## config.mk

```make
export PLATFORM = sky130hd
export DESIGN_NAME = if_hazard_ctrl
export DESIGN_NICKNAME = d
export VERILOG_FILES = /design/src/rtl/if_hazard_pkg.sv /design/src/rtl/if_hazard_ctrl_load_use_detect.sv /design/src/rtl/if_hazard_ctrl.sv
export SDC_FILE = /design/constraint.sdc
export NUM_CORES = 1
export LEC_CHECK = 0
export BUFFER_PORTS_ARGS = -buffer_cell sky130_fd_sc_hd__buf_2
export CORE_MARGIN = 1.5
export CORE_UTILIZATION = 40
export CTS_BUF_LIST = sky130_fd_sc_hd__clkbuf_4
export CTS_CLUSTER_DIAMETER = 150
export DETAILED_ROUTE_END_ITERATION = 7
export GPL_TIMING_DRIVEN = 0
export SKIP_LAST_GASP = 1
export SYNTH_ARGS = -nofsm -noshare
export SYNTH_HDL_FRONTEND = slang
export SYNTH_SLANG_ARGS = --single-unit
```

## constraint.sdc

```tcl
create_clock -name clk -period 4.8 [get_ports clk]
set_input_delay 0 -clock clk [delete_from_list [all_inputs] [get_ports clk]]
set_output_delay 0 -clock clk [all_outputs]
set_load 0.005 [all_outputs]
```

## src/rtl/if_hazard_pkg.sv

```systemverilog
// Shared types and constants for the fetch-stage hazard controller.
// The canned control words keep the FSM body readable and the output encoding in one place.
package if_hazard_pkg;

  typedef enum logic [1:0] {
    BOOT  = 2'd0,
    RUN   = 2'd1,
    FLUSH = 2'd2
  } ctrl_state_t;

  localparam logic [4:0] REG_X0 = 5'd0;

  typedef struct packed {
    logic pc_write;
    logic write_ifid;
    logic flush_if;
    logic flush_idex;
  } ctrl_out_t;

  localparam ctrl_out_t CTRL_BOOT       = 4'b0011;
  localparam ctrl_out_t CTRL_FREEZE     = 4'b0000;
  localparam ctrl_out_t CTRL_REDIRECT   = 4'b1111;
  localparam ctrl_out_t CTRL_LOAD_STALL = 4'b0001;
  localparam ctrl_out_t CTRL_NORMAL     = 4'b1100;
  localparam ctrl_out_t CTRL_BUBBLE     = 4'b1110;

endpackage

```

## src/rtl/if_hazard_ctrl_load_use_detect.sv

```systemverilog
// Combinational load-use comparator: the ID instruction reads a register that the load in EX
// is about to write. A destination of x0 never creates a dependency.
module load_use_detect
  import if_hazard_pkg::*;
(
  input  logic       memread_ex,
  input  logic [4:0] rd_ex,
  input  logic [4:0] rs1_id,
  input  logic [4:0] rs2_id,
  input  logic       rs1_used_id,
  input  logic       rs2_used_id,
  output logic       load_use
);

  logic rs1_hit;
  logic rs2_hit;

  assign rs1_hit  = rs1_used_id && (rs1_id == rd_ex);
  assign rs2_hit  = rs2_used_id && (rs2_id == rd_ex);
  assign load_use = memread_ex && (rd_ex != REG_X0) && (rs1_hit || rs2_hit);

endmodule

```

## src/rtl/if_hazard_ctrl.sv

```systemverilog
// Front-end hazard controller: boot priming, redirect bubbles, load-use stalls and memory freeze,
// plus saturating stall/redirect counters for performance debug.
module if_hazard_ctrl
  import if_hazard_pkg::*;
#(
  parameter int BOOT_CYCLES      = 2,
  parameter int REDIRECT_BUBBLES = 1,
  parameter int CNT_W            = 16
) (
  input  logic             clk,
  input  logic             rst_n,
  input  logic [4:0]       rs1_id,
  input  logic [4:0]       rs2_id,
  input  logic             rs1_used_id,
  input  logic             rs2_used_id,
  input  logic [4:0]       rd_ex,
  input  logic             memread_ex,
  input  logic             pcsrc_ex,
  input  logic             mem_busy,
  output logic             pc_write,
  output logic             write_ifid,
  output logic             flush_if,
  output logic             flush_idex,
  output logic [CNT_W-1:0] stall_cnt,
  output logic [CNT_W-1:0] flush_cnt
);

  localparam int BUB_MAX = (BOOT_CYCLES > REDIRECT_BUBBLES) ? BOOT_CYCLES : REDIRECT_BUBBLES;
  localparam int BUB_W   = (BUB_MAX < 2) ? 1 : $clog2(BUB_MAX + 1);
  localparam logic [BUB_W-1:0] BUB_BOOT     = BUB_W'(BOOT_CYCLES);
  localparam logic [BUB_W-1:0] BUB_REDIRECT = BUB_W'(REDIRECT_BUBBLES);
  localparam logic [BUB_W-1:0] BUB_LAST     = BUB_W'(1);

  ctrl_state_t      state_reg;
  ctrl_state_t      state_next;
  logic [BUB_W-1:0] bub_cnt_reg;
  logic [BUB_W-1:0] bub_cnt_next;
  ctrl_out_t        ctrl;
  logic             stall_inc;
  logic             flush_inc;
  logic             load_use;

  load_use_detect u_load_use_detect (
    .memread_ex  (memread_ex),
    .rd_ex       (rd_ex),
    .rs1_id      (rs1_id),
    .rs2_id      (rs2_id),
    .rs1_used_id (rs1_used_id),
    .rs2_used_id (rs2_used_id),
    .load_use    (load_use)
  );

  always_ff @(posedge clk or negedge rst_n) begin
    if (!rst_n) begin
      state_reg   <= BOOT;
      bub_cnt_reg <= BUB_BOOT;
    end else begin
      state_reg   <= state_next;
      bub_cnt_reg <= bub_cnt_next;
    end
  end

  always_comb begin
    state_next   = state_reg;
    bub_cnt_next = bub_cnt_reg;
    ctrl         = CTRL_BOOT;
    stall_inc    = 1'b0;
    flush_inc    = 1'b0;

    unique case (state_reg)
      BOOT: begin
        ctrl         = CTRL_BOOT;
        bub_cnt_next = bub_cnt_reg - 1'b1;
        if (bub_cnt_reg <= BUB_LAST) begin
          state_next = RUN;
        end
      end

      RUN: begin
        if (mem_busy) begin
          ctrl      = CTRL_FREEZE;
          stall_inc = 1'b1;
        end else if (pcsrc_ex) begin
          ctrl      = CTRL_REDIRECT;
          flush_inc = 1'b1;
          if (REDIRECT_BUBBLES > 0) begin
            state_next   = FLUSH;
            bub_cnt_next = BUB_REDIRECT;
          end
        end else if (load_use) begin
          ctrl      = CTRL_LOAD_STALL;
          stall_inc = 1'b1;
        end else begin
          ctrl = CTRL_NORMAL;
        end
      end

      FLUSH: begin
        // ID holds a NOP here, so load_use cannot be real and is not consulted.
        if (mem_busy) begin
          ctrl      = CTRL_FREEZE;
          stall_inc = 1'b1;
        end else if (pcsrc_ex) begin
          ctrl      = CTRL_REDIRECT;
          flush_inc = 1'b1;
          if (REDIRECT_BUBBLES > 0) begin
            bub_cnt_next = BUB_REDIRECT;
          end else begin
            state_next = RUN;
          end
        end else begin
          ctrl         = CTRL_BUBBLE;
          bub_cnt_next = bub_cnt_reg - 1'b1;
          if (bub_cnt_reg <= BUB_LAST) begin
            state_next = RUN;
          end
        end
      end

      default: begin
        state_next   = BOOT;
        bub_cnt_next = BUB_BOOT;
      end
    endcase
  end

  assign pc_write   = ctrl.pc_write;
  assign write_ifid = ctrl.write_ifid;
  assign flush_if   = ctrl.flush_if;
  assign flush_idex = ctrl.flush_idex;

  // Index 0 counts stall cycles, index 1 counts redirects.
  logic [1:0]         cnt_inc;
  logic [2*CNT_W-1:0] cnt_flat;

  assign cnt_inc = {flush_inc, stall_inc};

  generate
    for (genvar gi = 0; gi < 2; gi++) begin : g_cnt
      logic [CNT_W-1:0] count_reg;

      always_ff @(posedge clk or negedge rst_n) begin
        if (!rst_n) begin
          count_reg <= '0;
        end else if (cnt_inc[gi] && (count_reg != {CNT_W{1'b1}})) begin
          count_reg <= count_reg + 1'b1;
        end
      end

      assign cnt_flat[gi*CNT_W +: CNT_W] = count_reg;
    end
  endgenerate

  assign stall_cnt = cnt_flat[0 +: CNT_W];
  assign flush_cnt = cnt_flat[CNT_W +: CNT_W];

endmodule

```

## Word-level counts from Yosys, hierarchy flattened

Index checks and enable logic that the tools add are counted.

| storage, ports and cells | value |
|---|---|
| bits in registers | 36 |
| input bits | 22 |
| output and inout port bits | 36 |
| logic and storage cells | 55 |

| cells by class | value |
|---|---|
| add/sub/neg operators | 3 |
| magnitude comparators | 1 |
| equality and inequality tests | 10 |
| multiplexer cells | 25 |
| reductions and logical operators | 12 |

Operators with widths:

| operator | count |
|---|---|
| $add A16 B1 Y16 const B | 2 |
| $ne A16 B16 Y1 const B | 2 |
| $mux W2 | 9 |
| $mux W4 | 4 |
| $pmux W2 S3 | 2 |
| $eq A5 B5 Y1 | 2 |
| $mux W1 | 8 |
| $ne A2 B2 Y1 const B | 4 |
| $pmux W4 S2 | 1 |
| $logic_and A1 B1 Y1 | 6 |
| $reduce_bool A5 Y1 | 1 |
| $reduce_and A4 Y1 | 1 |
| $reduce_and A3 Y1 | 1 |
| $eq A2 B1 Y1 const B | 1 |
| $eq A2 B2 Y1 const B | 1 |
| $le A2 B1 Y1 const B | 1 |
| $logic_not A2 Y1 | 1 |
| $pmux W1 S2 | 1 |
| $reduce_or A2 Y1 | 1 |
| $sub A2 B1 Y2 const B | 1 |
| $logic_or A1 B1 Y1 | 1 |

## Depth between registers and ports, before layout

| depth | value |
|---|---|
| depth after elaboration | 9 |
| gate-level depth with buffers | 8 |
| gate-level depth less buffers | 8 |

## By module

From an unflattened synthesis, not the netlist that was laid out.

| second synthesis, totals | value |
|---|---|
| cells, all modules | 210 |
| area total of the unflattened synthesis | 2,169.6 um2 |

Modules (own cells, without submodules):

| module | instances | cells each | area each (um2) | seq. area each (um2) |
|---|---|---|---|---|
| if_hazard_ctrl | 1 | 193 | 2,035.7 | 902.1 |
| load_use_detect | 1 | 17 | 133.9 | 0.0 |

## Worst setup path before layout

Ideal clock, no wire load.

| timing path | value |
|---|---|
| path type | register -> register |
| from | register state_reg[0] |
| to | register g_cnt[0].count_reg[1], in the netlist stall_cnt[1] |
| library setup time | 0.125 ns |
| arrival time | 1.743 ns |
| required time | 4.675 ns |
| path slack | 2.932 ns |
| cell stages (with the launch flop) | 8 |
| path buffers | 0 |
| period minus slack after synthesis | 1.868 ns |
| cells stage by stage | dfrtp_1 > inv_1 > ha_1 > o21ai_2 > a21bo_4 > a221oi_2 > nand2_4 > mux2_2 |

| between the ends | value |
|---|---|
| longest elaborated chain between the ends | 3 |
| elaborated cells between the ends (all ways) | 4 |
| those cells by class | eq/ne: 2; mux: 1; reduce/logical: 1 |

Ends and longest elaborated chain:

| element | RTL line | RTL |
|---|---|---|
| from (decl) | if_hazard_ctrl.sv:34 | `ctrl_state_t state_reg;` |
| from (signal assigned) | if_hazard_ctrl.sv:58 | `state_reg <= state_next;` |
| $eq A2 B2 Y1 / $eq A2 B1 Y1 (equally long branches) | if_hazard_ctrl.sv:70 | `unique case (state_reg)` |
| $pmux W1 S2 * | if_hazard_ctrl.sv:70 |  |
| $logic_and A1 B1 Y1 * | if_hazard_ctrl.sv:145 | `end else if (cnt_inc[gi] && (count_reg != {CNT_W{1'b1}})) begin` |
| to (signal assigned) | if_hazard_ctrl.sv:146 | `count_reg <= count_reg + 1'b1;` |
| to (decl) | if_hazard_ctrl.sv:140 | `logic [CNT_W-1:0] count_reg;` |

Every way passes the cells marked *; elsewhere a longest branch is shown, timed or not.
A chain may end at the register's enable or synchronous reset.

## Final worst setup path

| timing path | value |
|---|---|
| from | register g_cnt[0].count_reg[0], in the netlist stall_cnt[0] |
| to | register g_cnt[0].count_reg[1], in the netlist stall_cnt[1] |

| between the ends | value |
|---|---|
| longest elaborated chain between the ends | 2 |
| elaborated cells between the ends (all ways) | 3 |
| those cells by class | add/sub: 1; eq/ne: 1; reduce/logical: 1 |

Ends and longest elaborated chain:

| element |
|---|
| parallel branches: the longest is 2 deep, another holds $add A16 B1 Y16 |

Parallel ways; which one is timed is not known.

==> results.md <==
- Outcome: finished clean
- Ys flop type: dfrtp_1
- Setup CP Type: reg -> reg
- RSZ-0062 raised after global routing: no
- FF+latch count, synth: 36
- Top post-synthesis cells by area: dfrtp_1 (43%), xnor2_1 (9.0%), xor2_1 (8.1%), ha_1 (4.3%), nand2_1 (4.0%)
- Worst-path clk slew: 120 ps
- CTS max path bufs: 2
- Estimated wirelength of the detail-placed design: 3071 um
- Fin crit share: 43.59%
- DRT iter0 DRCs: 41
- Final setup TNS: 0 ps
- Mapped cell area: 0.002043 sq mm
- Max Fclk: 0.4780 GHz
- Drt pass-1 iters: 4
- Setup skew after layout: 15.50 ps
- Post-synth ARST share: 100.0%
- Setup Viol. Count Final: 0
- RD Place Congestion: 0.7653
- Power per Cell Area: 373.9 mW/mm^2
- Post-synth top area cell: dfrtp_1
- Die Ht: 74.47 um
- Total power: 0.0009253 W
- Total of max-cap violations: 0
- Req. time, crit path: 5050 ps
- Antenna-violating nets left: 0
- Relative slew slack: 47.81%
- Routed vias/inst: 4.940
- Detailed Route WL: 4023 um
- WL/cell: 12.08 um
- Vias post-DR: 1645
- Vias in the first global route: 1457
- Critical Path End Type: flip-flop
- Final Hold Viols: 0
- Initial antenna violation count: 0
- Area growth syn-to-layout: 21.13%
- Gr usage total: 15.77%
- Synth Instances: 200
- WP data arrival: 2340 ps
- Maximum vdd drop: 0.2258 mV
- Fin. max-slew vios: 0
- First-pass GRT wire length: 6630 um
- Synth warn: 0
- Largest net degree at the start of global routing: 37
- EDFF count, synth: 0
- Hold Path Class: in -> reg
- CTS buffer count: 5
- CTS resizes: 0
- Commonest cells in the netlist: dfrtp_1 (35), nand2_1 (22), xnor2_1 (21), xor2_1 (19), nor2_1 (16)
- Max H-tree Level: 2
- Drc violations: 0
- Final WS setup: 2708 ps
- Nets@finish: 294
- CTS tree: done
- Overflow after GRT: 0
- DIE AREA: 0.005546 sq mm
- Share of layout cells above drive strength 1: 31.95%
- Share of the synthesized area in the top cell type: 42.87%
- Sequential share of the synthesized area: 44.15%
- Mean Syn Cell Area: 10.22 sq um
- Ant diodes: 0
- Die X: 74.47 um
- Post-layout min period: 2092 ps
- CP startpoint kind: flip-flop
- Synth Net Count: 229
- Root Driver: clkbuf_4
- Clk sinks: 36
- Slew @ Worst Pin: 782.8 ps
- Ports: 58
- Hold Path Stages: 5
- Post-synth cell types: 37
- Pre-CTS setup slack: 2739 ps
- Initial core utilization: 42.42%
- Clock latency on the worst-skew pair: 350 ps
- Crit path max fanout: 9
- Count leader, synth: dfrtp_1
- Row Count: 25
- Reg2Reg Depth: 6
- Port bufs: 57
- Leak: 1.260 nW
- Core area: 0.004817 sq mm
cells by family after synthesis:
kind of cell    synth area share [%]
flops                          44.15
simple gates                   22.05
mux                            1.102
fa+ha+maj                      4.286
compound gates                 9.247
xor+xnor                       17.15
buf+inv                        2.021
layout make-up:
type | count | area (sq um)
Buffer | 1 | 7.507
Clock buffer | 6 | 45.04
Clock inverter | 2 | 7.507
Fill cell | 487 | 2342
Inverter | 9 | 33.78
Multi-Input combinational cell | 154 | 1100
Sequential cell | 36 | 902.1
Tap cell | 67 | 83.83
Timing Repair Buffer | 58 | 295.3
cells in the final DEF (no fill, tap or decap), types with 3 or more instances in the layout:
| cell type | instances |
|---|---|
| xor2_1 | 19 |
| and3_1 | 3 |
| nor2_1 | 16 |
| clkbuf_4 | 6 |
| xnor2_1 | 21 |
| dfrtp_1 | 35 |
| nand4_1 | 7 |
| ha_1 | 7 |
| nor4_1 | 5 |
| nor3_2 | 3 |
| a21oi_1 | 5 |
| buf_2 | 57 |
| inv_1 | 9 |
| o21ai_0 | 4 |
| nand3_1 | 13 |
| nand2_1 | 22 |
stage by stage:
step           instances  hold slack [ps]  util (%)  instance area, sq um
2_1_floorplan        200           -295.6         -                  2043
3_3_place_gp         324            131.2     50.08                  2412
3_5_place_dp         324            134.0     50.08                  2412
4_1_cts              333            77.09     51.38                  2475
5_1_grt              333            115.6     51.38                  2475
6_report             333            100.2     51.38                  2475
power by group:
group	internal (W)	switching, W
clock	0.0000599	0.0000980
sequential	0.000358	0.0000566
combinational	0.000172	0.000181
worst max-delay path, stage by stage, from the launching register on:
cell and delay, ps:
dfrtp_1 440, ha_1 230, nand3_1 140, nor4_1 510, a221oi_2 160, nand2_4 170, mux2_2 340
final timing paths:
check	slack, ps	endpoint	startpoint
setup / recovery	2710	stall_cnt[1]$_DFFE_PN0P_	stall_cnt[0]$_DFFE_PN0P_
min in group asynchronous	250	stall_cnt[6]$_DFFE_PN0P_	rst_n
setup reg to reg	2710	stall_cnt[1]$_DFFE_PN0P_	stall_cnt[0]$_DFFE_PN0P_
hold / removal	100	stall_cnt[2]$_DFFE_PN0P_	memread_ex
max in group asynchronous	4040	flush_cnt[9]$_DFFE_PN0P_	rst_n
hold reg to reg	490	stall_cnt[15]$_DFFE_PN0P_	stall_cnt[15]$_DFFE_PN0P_
timing repair:
action	in CTS	in global routing
setup buffers	0	0
hold buffers	1	0
endpoints found under the hold margin	35	0
per-layer routing:
metal,track usage [%],vias up,routed length (um)
met5,0,-,0
met4,6.061,0,66
met3,4.336,7,259
met2,23.71,43,1752
met1,21.72,769,1944
li1,-,826,-
Power figures use the tool's default switching activity.
